`src/rtl/onehot_alu_pipe.sv`:
```
// Two-stage ALU on one-hot operands with a valid/ready handshake and a stall-aware pipeline.
// Optional latched error flag: define ONEHOT_ALU_STICKY_ERR_EN to enable err_sticky.
module onehot_alu_pipe #(
   parameter int W   = 4,
   parameter int OPW = 3
) (
   input  logic                clk,
   input  logic                rst_n,
   input  logic                in_valid,
   output logic                in_ready,
   input  logic [(1<<W)-1:0]   inp1,
   input  logic [(1<<W)-1:0]   inp2,
   input  logic [OPW-1:0]      opc,
   output logic                out_valid,
   input  logic                out_ready,
   output logic [(1<<W)-1:0]   out,
   output logic                overflow,
   output logic                err,
   output logic                err_sticky,
   input  logic                err_clr
);

   localparam int N  = 1 << W;
   localparam int CW = W + 1;

   if (OPW != 3) begin : gBadOpw
      $error("onehot_alu_pipe: OPW must be 3");
   end

   // Index of the highest set bit; an all-zero vector maps to 0.
   function automatic logic [W-1:0] encodeHigh(input logic [N-1:0] v);
      logic [W-1:0] idx;
      idx = '0;
      for (int i = 0; i < N; i++) begin
         if (v[i]) idx = W'(i);
      end
      return idx;
   endfunction

   function automatic logic notOneHot(input logic [N-1:0] v);
      logic [CW-1:0] cnt;
      cnt = '0;
      for (int i = 0; i < N; i++) begin
         cnt = cnt + CW'(v[i]);
      end
      return cnt != CW'(1);
   endfunction

   logic           en;
   logic           inErr;

   logic           s1Valid_q, s1Valid_d;
   logic [W-1:0]   s1A_q, s1A_d;
   logic [W-1:0]   s1B_q, s1B_d;
   logic [OPW-1:0] s1Op_q, s1Op_d;
   logic           s1Err_q, s1Err_d;

   logic           outValid_q, outValid_d;
   logic [N-1:0]   out_q, out_d;
   logic           overflow_q, overflow_d;
   logic           err_q, err_d;

   logic [W-1:0]   res;
   logic           resOvf;
   logic [W:0]     sum;

   assign en       = !outValid_q || out_ready;
   assign in_ready = en;
   assign inErr    = notOneHot(inp1) || notOneHot(inp2);

   always_comb begin
      s1Valid_d = in_valid;
      s1A_d     = encodeHigh(inp1);
      s1B_d     = encodeHigh(inp2);
      s1Op_d    = opc;
      s1Err_d   = inErr;
   end

   // Stage 2 arithmetic; add/sub wrap mod 2**W with carry/borrow reported separately.
   always_comb begin
      res    = '0;
      resOvf = 1'b0;
      sum    = {1'b0, s1A_q} + {1'b0, s1B_q};
      case (s1Op_q)
         3'b000: res = s1A_q;
         3'b001: begin
            res    = sum[W-1:0];
            resOvf = sum[W];
         end
         3'b010: begin
            res    = s1A_q - s1B_q;
            resOvf = s1A_q < s1B_q;
         end
         3'b011: res = (s1A_q > s1B_q) ? s1A_q : s1B_q;
         3'b100: res = (s1A_q < s1B_q) ? s1A_q : s1B_q;
         3'b101: res = (s1A_q == s1B_q) ? s1A_q : '0;
         3'b110: res = s1A_q ^ s1B_q;
         default: res = s1B_q;
      endcase
   end

   // Bubbles clear the result registers so out is only non-zero alongside out_valid.
   always_comb begin
      outValid_d = s1Valid_q;
      out_d      = '0;
      overflow_d = 1'b0;
      err_d      = 1'b0;
      if (s1Valid_q) begin
         out_d      = N'(1) << res;
         overflow_d = resOvf;
         err_d      = s1Err_q;
      end
   end

   always_ff @(posedge clk or negedge rst_n) begin
      if (!rst_n) begin
         s1Valid_q  <= 1'b0;
         s1A_q      <= '0;
         s1B_q      <= '0;
         s1Op_q     <= '0;
         s1Err_q    <= 1'b0;
         outValid_q <= 1'b0;
         out_q      <= '0;
         overflow_q <= 1'b0;
         err_q      <= 1'b0;
      end else if (en) begin
         s1Valid_q  <= s1Valid_d;
         s1A_q      <= s1A_d;
         s1B_q      <= s1B_d;
         s1Op_q     <= s1Op_d;
         s1Err_q    <= s1Err_d;
         outValid_q <= outValid_d;
         out_q      <= out_d;
         overflow_q <= overflow_d;
         err_q      <= err_d;
      end
   end

   assign out_valid = outValid_q;
   assign out       = out_q;
   assign overflow  = overflow_q;
   assign err       = err_q;

`ifdef ONEHOT_ALU_STICKY_ERR_EN
   logic errSticky_q, errSticky_d;

   // Set on an accepted erroneous beat takes priority over a same-cycle clear.
   always_comb begin
      errSticky_d = errSticky_q;
      if (err_clr) errSticky_d = 1'b0;
      if (in_valid && en && inErr) errSticky_d = 1'b1;
   end

   always_ff @(posedge clk or negedge rst_n) begin
      if (!rst_n) errSticky_q <= 1'b0;
      else        errSticky_q <= errSticky_d;
   end

   assign err_sticky = errSticky_q;
`else
   logic unusedErrClr;
   assign unusedErrClr = err_clr;
   assign err_sticky   = 1'b0;
`endif

endmodule

```
`config.mk`:
```
export PLATFORM = sky130hd
export DESIGN_NAME = onehot_alu_pipe
export DESIGN_NICKNAME = d
export VERILOG_FILES = /design/src/rtl/onehot_alu_pipe.sv
export SDC_FILE = /design/constraint.sdc
export NUM_CORES = 1
export LEC_CHECK = 0
export ABC_CLOCK_PERIOD_IN_PS = 7300
export CAP_MARGIN = 0
export CORE_MARGIN = 5
export CORE_UTILIZATION = 45
export CTS_BUF_LIST = sky130_fd_sc_hd__clkbuf_4 sky130_fd_sc_hd__clkbuf_8 sky130_fd_sc_hd__clkbuf_16
export DETAILED_ROUTE_END_ITERATION = 10
export PLACE_DENSITY = 0.69
export SLEW_MARGIN = 20
export SYNTH_ARGS = -nofsm -noshare
export SYNTH_HDL_FRONTEND = slang
export SYNTH_SLANG_ARGS = --single-unit
```
`constraint.sdc`:
```
create_clock -name clk -period 7.3 [get_ports clk]
set_input_delay 0.73 -clock clk [delete_from_list [all_inputs] [get_ports clk]]
set_output_delay 0.73 -clock clk [all_outputs]
set_load 0.01 [all_outputs]
```
**After elaboration in Yosys (flattened, before gate mapping)**

Index checks and enable logic that the tools add are counted.

- Register bits: 32
- Bits in latches: 0
- Memory bits (writable): 0
- ROM bits: 0
- Output and inout port bits: 21
- Logic and storage cells: 96
- Memories kept: 0

- Add/sub/neg operators: 32
- Multipliers: 0
- Div/mod/pow operators: 0
- Magnitude comparators: 2
- Equal/unequal tests: 9
- Shift operators: 1
- Multiplexer cells: 38
- Bitwise logic cells: 1
- Reductions and logical operators: 4

Operators by type and width:

| cell | number |
|---|---|
| 4-bit 2-to-1 mux | 31 |
| 5-bit by 1-bit adder with 5-bit output | 22 |
| 4-bit case mux with 7 select lines | 1 |
| 16-bit 2-to-1 mux | 1 |
| 1-bit by 4-bit left shift with 16-bit output, first input constant | 1 |
| 4-bit by 1-bit adder with 5-bit output | 2 |
| 5-bit by 1-bit inequality test with 1-bit output, second input constant | 2 |
| 3-bit equality test, second input constant | 3 |
| 3-bit by 1-bit adder with 4-bit output | 2 |
| 2-bit by 1-bit adder with 3-bit output | 2 |
| 3-bit by 2-bit equality test with 1-bit output, second input constant | 2 |
| 4-bit by 4-bit adder with 5-bit output | 1 |
| 1-bit by 1-bit adder with 2-bit output | 2 |
| 4-bit equality test | 1 |
| 4-bit > comparator | 1 |
| 4-bit less-than comparator | 1 |
| 1-bit 2-to-1 mux | 4 |
| 4-bit subtractor | 1 |
| 4-bit XOR | 1 |
| 3-bit by 1-bit equality test with 1-bit output, second input constant | 1 |
| 3-bit logical NOT | 1 |
| 1-bit logical OR | 2 |
| 1-bit case mux with 2 select lines | 1 |
| 1-bit logical NOT | 1 |

**Depth between registers and ports, before layout**

Gate-level depths: netlist of the first run.

- Depth in word-level cells: 17
- Gate-level depth with buffers: 14
- Depth with buffers taken out: 14

**Worst setup path after synthesis of the first run**

OpenSTA, ideal clock, no wires.

- Path kind: input port to flip-flop
- Start point: in inp1[5]
- End point: reg s1Err_q
- Setup time: 0.146 ns
- Data arrival time: 3.929 ns
- Setup slack: 3.225 ns
- Stages on the path: 13
- Path buffers: 0
- Path through: inv_1 fa_1 inv_1 fa_1 fa_1 inv_1 fa_1 inv_1 ha_1 fa_1 nor4_1 and3_1 a31oi_1

- Word-level cells in the longest chain between the ends: 13

Ends and longest elaborated chain:

| item | RTL line | text |
|---|---|---|
| from (decl) | 11 | `input logic [(1<<W)-1:0] inp1,` |
| 5-bit by 1-bit adder with 5-bit output (11 in a row) | 44 | `cnt = cnt + CW'(v[i]);` |
| 5-bit by 1-bit inequality test with 1-bit output | 46 | `return cnt != CW'(1);` |
| 1-bit logical OR | 69 | `assign inErr = notOneHot(inp1) \|\| notOneHot(inp2);` |
| to (signal assigned) | 131 | `s1Err_q <= s1Err_d;` |
| to (decl) | 56 | `logic s1Err_q, s1Err_d;` |

No other way between the ends.
A chain may end at the register's enable or synchronous reset.

**Worst setup path after layout of the first run**

- Start point: in inp1[11]
- End point: reg s1Err_q

- Word-level cells in the longest chain between the ends: 7

Ends and longest elaborated chain:

| item | RTL line |
|---|---|
| 5-bit by 1-bit adder with 5-bit output (5 in a row) | 44 |
| 5-bit by 1-bit inequality test with 1-bit output | 46 |
| 1-bit logical OR | 69 |

No other way between the ends.

==> impl_metrics.toml, run 1 <==
[run_status]
status = "completed"

[placed_design]
dp.final_hpwl_um = 5360
dp_worst_setup_slack_ns = 2.55
place_inst = 446
port_buffers = 58
placed_cell_area_mm2 = 0.00352
gp_congestion = 0.837

[critical_path]
critical_path.endpoint_type = "flip-flop"
crit_path_frequent_cell = "sky130_fd_sc_hd__fa_1"
critical_path.startpoint_type = "input pin"
worst-endpoint-arrival_ns = 4.58
crit_type = "in -> reg"
critical_path.max_fanout = 5
peak_per_stage_delay_on_the_critical_path_ns = 0.56
cp_slowest_cell = "sky130_fd_sc_hd__fa_1"
worstPathRequired_ns = 7.43
critPathTopFamily = "adder cells"
timing.critical_path.cells = "clkdlybuf4s50_1, fa_1, inv_1, fa_1, inv_1, fa_1, inv_1, fa_1, inv_1, ha_1, fa_1, nor4_1, and3_1, a31oi_1"
path_buf_inv = 5

[routing]
routedWlPerCell_um = 14.2
postRouteWirelength_um = 6460
drc = 0
via_per_inst = 5.36
number_of_drc_markers_in_iteration_0 = 140
drt_pass1_iterations = 4
ant_nets = 0
vias = 2433

[sta]
timing.final.hold_violations = 0
relSlewSlack_pct = 58.3
fmaxAchievable_ghz = 0.224
worst_slack_ns = 2.84
fin_worst_hold_slack_ns = 0.486
min_period_over_period_pct = 61.0
finalMaxSlewViolations = 0
grt_setup_unrepaired = "false"
worst_skew_ns = 0.00715
final_period_minus_worst_setup_slack_ns = 4.46
setup-violations-final = 0
fin_setup_tns_ns = 0
tightestPinTransition_ns = 0.625

[floorplan]
die-height_um = 90.6
initial_util_pct = 46.1
std_cell_rows = 29
die-area_mm2 = 0.00822
floorplan.core_area_mm2 = 0.00635
floorplan.io_pins = 61
chipWidth_um = 90.6

[clock_tree]
cts_tree = "done"
cts.path.max_buffers = 2
cts_hold_buf = 0
clock_tree.root_cell = "sky130_fd_sc_hd__clkbuf_8"
ctsResizeCount = 0
clock-sinks = 32
worst_path_clk_slew_ns = 0.06
htree_num_levels = 2
tritoncts.num_buffers = 5
worst_skew_pair.late_latency_ns = 0.28
cts.repair_timing.setup_buffer_count = 0

[yosys]
synth_top_area_cell = "sky130_fd_sc_hd__dfrtp_1"
synth_cells = 322
ys_seq_elements = 32
synth-edff-count = 0
synthDistinctLibCells = 57
asyncSetResetFlopFracSynth_pct = 100
synth.yosys.warnings = 0
syn_area_mm2 = 0.00293
ys_dominant_reg_cell = "sky130_fd_sc_hd__dfrtp_1"
sequential_share_of_the_synthesized_area_pct = 27.4
net_count_synth = 402
syn_avg_cell_area_um2 = 9.09
synth_top_cells_by_area = "sky130_fd_sc_hd__dfrtp_1 (27%), sky130_fd_sc_hd__fa_1 (15%), sky130_fd_sc_hd__ha_1 (7.7%)"
synthDominantCellAreaShare_pct = 27.4

[cells_and_area]
filler_cell_count = 590
layout.cell_area.non_filler_mm2 = 0.00363
area.growth.synth_to_final_pct = 24.2
final_common_cell = "sky130_fd_sc_hd__clkdlybuf4s50_1"
layout_common_cells = "sky130_fd_sc_hd__clkdlybuf4s50_1 (58), sky130_fd_sc_hd__inv_1 (54), sky130_fd_sc_hd__dfrtp_1 (32)"
storage_element_area_um2 = 801
n_antenna_cell = 0
layout.nets = 456
cell_count_final_fillers_out = 454
final_layout_size_suffix_gt1_share_pct = 7.16
multi_input_comb_area_mm2 = 0.00183

[grt]
globalRouteMet2Util_pct = 28.1
grt_start_max_net_pins = 33
gr-usage-met1_pct = 21.0
grt.busiest_layer = "met2"
grt_first_pass_wirelength_um = 11100
grt_util_all_layers_pct = 16.1
grt.overflow.total = 0
first_global_vias = 2430
grt.met3_usage_pct = 2.50
grt_antenna_before_repair = 0

[power_and_ir_drop]
power_density_mw_per_mm2 = 213
static-leakage-power_nw = 1.67
power.combinational.fraction_pct = 49.8
intPower_w = 0.000477
peakVddDrop_uv = 147
p_seq_share_pct = 28.4
share_clk_of_total_power_pct = 21.8
p_switching_w = 0.000297
switching_share_pct = 38.4

[run]
timing.max_cap.violations = 0

[hold_path]
class_of_the_most_critical_hold_timing_path = "reg -> reg"
## final timing paths
path | startpoint | slack (ns) | cells past startpoint | end
setup / recovery | inp1[11] | 2.84 | 14 | s1Err_q
hold / removal | err | 0.49 | 2 | err
setup reg to reg | s1A_q[0] | 4.42 | 10 | out[4]
hold reg to reg | err | 0.49 | 2 | err
max in group asynchronous | rst_n | 6.18 | 2 | s1A_q[2]
min in group asynchronous | rst_n | 0.83 | 2 | overflow
## cell families after synthesis
family	share of synthesized area, %
xor+xnor	0.299
mux	1.07
simple gates	17.8
fa+ha+maj	22.7
flops	27.4
buf+inv	10.3
other cells	0.128
compound gates	20.3
## area by class of cell
type / instances / share of cell area, %
Clock buffer: 5 / 1.89
Clock inverter: 3 / 1.17
Inverter: 54 / 5.58
Multi-Input combinational cell: 223 / 50.3
Sequential cell: 32 / 22.0
Tap cell: 77 / 2.65
Timing Repair Buffer: 60 / 16.4
## flip-flops by register name (all words and copies together), names as in the netlist
| register | cells |
|---|---|
| s1B_q | 4 |
| overflow | 1 |
| outValid_d | 1 |
| out | 16 |
| s1Err_q | 1 |
| s1A_q | 4 |
| err | 1 |
| out_valid | 1 |
| s1Op_q | 3 |
## power by group through the flow
stage	Sequential, W	Clock (W)	Combinational (W)
2_1_floorplan	0.000216	0	0.000276
3_3_place_gp	0.000222	0	0.000377
3_5_place_dp	0.000222	0	0.000391
4_1_cts	0.000219	0.000172	0.000392
5_1_grt	0.000223	0.000179	0.000443
6_report	0.000219	0.000169	0.000386
## synth_stat cells (3+ instances only)
cell / n
sky130_fd_sc_hd__inv_1: 54
sky130_fd_sc_hd__dfrtp_1: 32
sky130_fd_sc_hd__nand2_1: 28
sky130_fd_sc_hd__fa_1: 22
sky130_fd_sc_hd__ha_1: 18
sky130_fd_sc_hd__nor2_1: 18
sky130_fd_sc_hd__o21ai_0: 13
sky130_fd_sc_hd__a21oi_1: 12
sky130_fd_sc_hd__nand3_1: 12
sky130_fd_sc_hd__a22o_1: 9
sky130_fd_sc_hd__clkbuf_1: 6
sky130_fd_sc_hd__nor3_1: 6
sky130_fd_sc_hd__a221o_1: 5
sky130_fd_sc_hd__and3_1: 5
sky130_fd_sc_hd__o21ai_1: 5
sky130_fd_sc_hd__a31oi_1: 4
sky130_fd_sc_hd__nand2b_1: 4
sky130_fd_sc_hd__nor2b_1: 4
sky130_fd_sc_hd__nor3b_1: 4
sky130_fd_sc_hd__o211ai_1: 4
sky130_fd_sc_hd__buf_6: 3
sky130_fd_sc_hd__nand3b_1: 3
sky130_fd_sc_hd__nor4_1: 3
## metrics by stage
stage	power [W]	util, %
floorplan	0.000492	-
global route	0.000846	57.2
finish	0.000774	57.2
detailed placement	0.000613	55.5
global placement	0.000599	55.5
CTS	0.000783	57.2
## worst register-to-register path: cells and delay by family, from the launching register on
family                   cells  cell delay, ns
AO/OA/AOI/OAI                4            0.94
adder cells (fa/ha/maj)      2            0.63
buffers and inverters        2            0.18
flip-flops                   1            0.43
AND/OR/NAND/NOR              2            0.62
## routing by layer
metal / part of all wire [%] / wire length, um / up-vias
met5: 0 / 0 / -
met4: 0.70 / 45 / 0
met3: 5.7 / 369 / 6
met2: 49 / 3180 / 63
met1: 44 / 2870 / 1145
li1: - / - / 1219
(Power assumes the default switching activity.)
==> inputs of run 2 (changes only) <==
--- a/config.mk
+++ b/config.mk
@@ -5,7 +5,7 @@
 export SDC_FILE = /design/constraint.sdc
 export NUM_CORES = 1
 export LEC_CHECK = 0
-export ABC_CLOCK_PERIOD_IN_PS = 7300
+export ABC_CLOCK_PERIOD_IN_PS = 4200
 export CAP_MARGIN = 0
 export CORE_MARGIN = 5
 export CORE_UTILIZATION = 45
==> constraint.sdc (replaced) <==
create_clock -name clk -period 4.2 [get_ports clk]
set_input_delay 0.42 -clock clk [delete_from_list [all_inputs] [get_ports clk]]
set_output_delay 0.42 -clock clk [all_outputs]
set_load 0.01 [all_outputs]
==> run 2 against run 1 <==
Net effect:
- non-clock buffer count rose by 14
- combinational power increased by 83%
- total power is 79% higher
- critical path type unchanged
- largest cell class unchanged
==> impl_metrics.toml, run 2 (synthesis results as in run 1) <==
[run_status]
status = "completed"

[power_and_ir_drop]
static-leakage-power_nw = 1.78
peakVddDrop_uv = 212
power_density_mw_per_mm2 = 368

[grt]
grt_start_max_net_pins = 28
grt_antenna_before_repair = 0
grt_first_pass_wirelength_um = 12100
grt_util_all_layers_pct = 17.6
grt.overflow.total = 0
first_global_vias = 2645

[sta]
worst_skew_ns = 0.00721
fmaxAchievable_ghz = 0.252
relSlewSlack_pct = 57.1
timing.final.hold_violations = 0
tightestPinTransition_ns = 0.643
finalMaxSlewViolations = 0
fin_worst_hold_slack_ns = 0.466
setup-violations-final = 0
final_period_minus_worst_setup_slack_ns = 3.97
min_period_over_period_pct = 94.6
grt_setup_unrepaired = "false"

[clock_tree]
worst_skew_pair.late_latency_ns = 0.29
cts.repair_timing.setup_buffer_count = 0
htree_num_levels = 2
cts_tree = "done"
worst_path_clk_slew_ns = 0.06
tritoncts.num_buffers = 5
cts_hold_buf = 0
cts.path.max_buffers = 2
clock_tree.root_cell = "sky130_fd_sc_hd__clkbuf_8"
clock-sinks = 32

[cells_and_area]
largest_register_ff_count = 16
layout.nets = 470
area.growth.synth_to_final_pct = 28.5
n_antenna_cell = 0
final_core_utilization_pct = 59.2
final_layout_size_suffix_gt1_share_pct = 11.8
final_common_cell = "sky130_fd_sc_hd__clkdlybuf4s50_1"
layout_common_cells = "sky130_fd_sc_hd__clkdlybuf4s50_1 (53), sky130_fd_sc_hd__inv_1 (51), sky130_fd_sc_hd__dfrtp_1 (32)"

[critical_path]
critical_path.max_fanout = 2
worst-endpoint-arrival_ns = 4.11
cp_slowest_cell = "sky130_fd_sc_hd__fa_1"
worstPathRequired_ns = 4.34
crit_type = "in -> reg"
critical_path.startpoint_type = "input pin"
timing.critical_path.cells = "clkdlybuf4s50_1, inv_1, fa_1, inv_1, fa_1, fa_1, inv_1, fa_1, inv_1, ha_2, fa_1, nor4_2, and3_1, a31oi_1"
peak_per_stage_delay_on_the_critical_path_ns = 0.50
critical_path.endpoint_type = "flip-flop"
crit_path_frequent_cell = "sky130_fd_sc_hd__fa_1"

[routing]
drt_pass1_iterations = 4
ant_nets = 0
vias = 2546
drc = 0
postRouteWirelength_um = 6890
number_of_drc_markers_in_iteration_0 = 141
routedWlPerCell_um = 14.7
via_per_inst = 5.44

[floorplan]
die-height_um = 90.6
std_cell_rows = 29
floorplan.core_area_mm2 = 0.00635
die-area_mm2 = 0.00822
initial_util_pct = 46.1
chipWidth_um = 90.6
floorplan.io_pins = 61

[placed_design]
dp.final_hpwl_um = 5670
gp_congestion = 0.830
port_buffers = 58

[hold_path]
class_of_the_most_critical_hold_timing_path = "in -> async"

[run]
timing.max_cap.violations = 0
run 2: cell types whose count changed in the layout (fill, tap and decap cells not counted):
cell                              before  now
sky130_fd_sc_hd__buf_4                 2   16
sky130_fd_sc_hd__clkbuf_4              0    1
sky130_fd_sc_hd__clkdlybuf4s50_1      58   53
sky130_fd_sc_hd__clkinvlp_4            1    0
sky130_fd_sc_hd__dlymetal6s2s_1        0    5
sky130_fd_sc_hd__ha_1                 18   17
sky130_fd_sc_hd__ha_2                  0    1
sky130_fd_sc_hd__inv_1                54   51
sky130_fd_sc_hd__inv_2                 0    3
sky130_fd_sc_hd__nor4_1                3    2
sky130_fd_sc_hd__nor4_2                0    1
run 2: worst paths after layout:
path                       startpoint        end  slack [ns]  depth (start not counted)
setup / recovery              inp2[9]    s1Err_q        0.23                         14
max in group asynchronous       rst_n    out[10]        3.06                          2
hold / removal                  rst_n  s1Op_q[0]        0.47                          1
setup reg to reg             s1A_q[0]     out[4]        1.28                         10
hold reg to reg                   err        err        0.47                          2
min in group clk                  err        err        0.47                          2
run 2: area by class of cell:
class / instances / area [um^2]
Sequential cell: 32 / 801
Clock buffer: 6 / 76.3
Tap cell: 77 / 96.3
Inverter: 54 / 203
Timing Repair Buffer: 74 / 713
Multi-Input combinational cell: 223 / 1840
Fill cell: 581 / 2590
Clock inverter: 2 / 35.0
run 2: through the flow:
step	setup TNS [ns]	total power [W]	worst slack, ns	instance area [um^2]	std cells
2_1_floorplan	0	0.000856	0.435	2930	322
3_3_place_gp	-0.161	0.00105	-0.161	3630	460
3_5_place_dp	-0.233	0.00109	-0.233	3630	460
4_1_cts	0	0.00138	0.0701	3740	468
5_1_grt	0	0.00152	0.0327	3760	468
6_report	0	0.00138	0.229	3760	468
run 2: critical path, delay by kind of cell:
family | cells | cell delay [ns]
fa+ha+maj | 6 | 2.55
buf+inv | 5 | 0.70
simple gates | 2 | 0.38
compound gates | 1 | 0.07
run 2: power by group:
group | internal (W) | switching [W] | total (W)
combinational | 0.000331 | 0.000374 | 0.000706
clock | 0.000182 | 0.000113 | 0.000296
sequential | 0.000339 | 0.0000424 | 0.000382
total | 0.000853 | 0.000530 | 0.00138
run 2: timing repair:
action / 4_1_cts / 5_1_grt
hold endpoints to repair: 0 / 0
gates resized for setup: 0 / 10
endpoints found under the setup margin: 0 / 1
run 2: routing by layer:
layer / vias up / global-route usage (%) / share of wire (%)
met5: - / 0 / 0
met4: 0 / 5.46 / 1.6
met3: 11 / 3.00 / 6.3
met2: 78 / 30.0 / 50
met1: 1207 / 22.5 / 43
li1: 1250 / - / -
==> inputs of run 3 (changes only) <==
--- a/config.mk
+++ b/config.mk
@@ -12,6 +12,7 @@
 export CTS_BUF_LIST = sky130_fd_sc_hd__clkbuf_4 sky130_fd_sc_hd__clkbuf_8 sky130_fd_sc_hd__clkbuf_16
 export DETAILED_ROUTE_END_ITERATION = 10
 export PLACE_DENSITY = 0.69
+export REMOVE_ABC_BUFFERS = 1
 export SLEW_MARGIN = 20
 export SYNTH_ARGS = -nofsm -noshare
 export SYNTH_HDL_FRONTEND = slang
==> run 3 against run 2 <==
Net effect:
- clock-buffer cell count decreased by 1
- routed wire length decreased by 2.1%
- cell count increased by 0.21%
- register-to-register slack improved by 0.05 ns
- maximum frequency decreased by 2.0%
- total power decreased by 2.2%
- clock skew decreased by 0.00084 ns
- flip-flop and latch count unchanged
- setup slack got worse by 0.081 ns
- via count decreased by 0.55%
- critical endpoint unchanged
- largest cell class unchanged
==> impl_metrics.toml, run 3 (synthesis results as in run 1) <==
[clock_tree]
cts.path.max_buffers = 2
tritoncts.num_buffers = 5
clock-sinks = 32
worst_path_clk_slew_ns = 0.06
clock_tree.root_cell = "sky130_fd_sc_hd__clkbuf_8"
cts.repair_timing.setup_buffer_count = 0
worst_skew_pair.late_latency_ns = 0.29
htree_num_levels = 2
cts_tree = "done"

[cells_and_area]
final_layout_size_suffix_gt1_share_pct = 11.2
layout_common_cells = "sky130_fd_sc_hd__clkdlybuf4s50_1 (56), sky130_fd_sc_hd__inv_1 (52), sky130_fd_sc_hd__dfrtp_1 (32)"
largest_register_ff_count = 16
n_antenna_cell = 0
final_common_cell = "sky130_fd_sc_hd__clkdlybuf4s50_1"
layout.nets = 471
area.growth.synth_to_final_pct = 28.2

[placed_design]
dp.final_hpwl_um = 5640
port_buffers = 58
gp_congestion = 0.885

[critical_path]
critical_path.startpoint_type = "input pin"
reg2reg_slack_ns = 1.33
critical_path.max_fanout = 3
critical_path.endpoint_type = "flip-flop"
worst-endpoint-arrival_ns = 4.19
worstPathRequired_ns = 4.33
crit_type = "in -> reg"

[power_and_ir_drop]
finalPower_w = 0.00135
power_density_mw_per_mm2 = 361
static-leakage-power_nw = 1.76
peakVddDrop_uv = 231

[grt]
grt_util_all_layers_pct = 16.7
gr-usage-met1_pct = 19.9
grt_antenna_before_repair = 0
grt_first_pass_wirelength_um = 11400
grt.overflow.total = 0
grt.met3_usage_pct = 3.75
globalRouteMet2Util_pct = 30.1
grt.busiest_layer = "met2"
grt_start_max_net_pins = 33
first_global_vias = 2534

[routing]
vias = 2532
routedWlPerCell_um = 14.4
via_per_inst = 5.40
drt_pass1_iterations = 4
drc = 0
postRouteWirelength_um = 6750
number_of_drc_markers_in_iteration_0 = 112
ant_nets = 0

[run_status]
status = "completed"

[sta]
grt_setup_unrepaired = "false"
fmaxAchievable_ghz = 0.247
final_period_minus_worst_setup_slack_ns = 4.05
min_period_over_period_pct = 96.5
finalMaxSlewViolations = 0
tightestPinTransition_ns = 0.654
setup-violations-final = 0
timing.final.hold_violations = 0
relSlewSlack_pct = 56.4
fin_setup_tns_ns = 0
worst_skew_ns = 0.00637
fin_worst_hold_slack_ns = 0.476

[floorplan]
initial_util_pct = 46.1
die-height_um = 90.6
std_cell_rows = 29
die-area_mm2 = 0.00822
floorplan.io_pins = 61
chipWidth_um = 90.6
floorplan.core_area_mm2 = 0.00635

[run]
timing.max_cap.violations = 0

[hold_path]
class_of_the_most_critical_hold_timing_path = "reg -> reg"
-- run 3: final timing paths --
path,depth (start not counted),from,end
min in group asynchronous,2,rst_n,out[1]
max in group asynchronous,2,rst_n,s1A_q[2]
worst min-delay path,2,err,err
worst max-delay path,14,inp1[5],s1Err_q
worst max register to register,10,s1A_q[0],out[4]
worst min register to register,2,err,err
-- run 3: critical path, cell delays in order --
cell and delay (ns):
sky130_fd_sc_hd__clkdlybuf4s50_1 0.50, sky130_fd_sc_hd__inv_1 0.09, sky130_fd_sc_hd__fa_1 0.54, sky130_fd_sc_hd__inv_1 0.05, sky130_fd_sc_hd__fa_1 0.45, sky130_fd_sc_hd__fa_1 0.52, sky130_fd_sc_hd__inv_1 0.05, sky130_fd_sc_hd__fa_1 0.47
sky130_fd_sc_hd__inv_1 0.05, sky130_fd_sc_hd__ha_1 0.20, sky130_fd_sc_hd__fa_1 0.43, sky130_fd_sc_hd__nor4_1 0.15, sky130_fd_sc_hd__and3_1 0.18, sky130_fd_sc_hd__a31oi_1 0.07
-- run 3: per-layer routing --
metal / routed length [um] / part of all wire [%]
met1: 2860 / 42
met2: 3440 / 51
met3: 363 / 5.4
met4: 80 / 1.2
met5: 0 / 0
-- run 3: area by class of cell --
| class | count | area (um^2) |
|---|---|---|
| sequential | 32 | 801 |
| inverter | 54 | 203 |
| fill | 554 | 2600 |
| timing repair buffer | 75 | 713 |
| clock buffer | 5 | 68.8 |
| tap | 77 | 96.3 |
| clock inverter | 3 | 42.5 |
| multi-input combinational | 223 | 1830 |
-- run 3: stage by stage --
stage / utilization, % / setup WS [ns] / area (um^2) / cells
6_report: 59.1 / 0.148 / 3750 / 469
5_1_grt: 59.1 / 0.0302 / 3750 / 469
4_1_cts: 59.0 / 0.0674 / 3750 / 469
3_5_place_dp: 57.2 / -0.232 / 3630 / 461
3_3_place_gp: 57.2 / -0.173 / 3630 / 461
2_1_floorplan: - / 0.428 / 2830 / 309
-- run 3: what timing repair did --
action / 4_1_cts / 5_1_grt
hold buffers: 0 / 0
gates resized for setup: 0 / 4
setup endpoints to repair: 0 / 1
-- run 3: where the power goes --
| part | switching (W) | total, W | internal (W) | leakage, nW |
|---|---|---|---|---|
| Sequential | 0.0000420 | 0.000381 | 0.000339 | 0.393 |
| Combinational | 0.000359 | 0.000679 | 0.000319 | 1.31 |
| Clock | 0.000118 | 0.000293 | 0.000175 | 0.0541 |
| Total | 0.000519 | 0.00135 | 0.000834 | 1.76 |
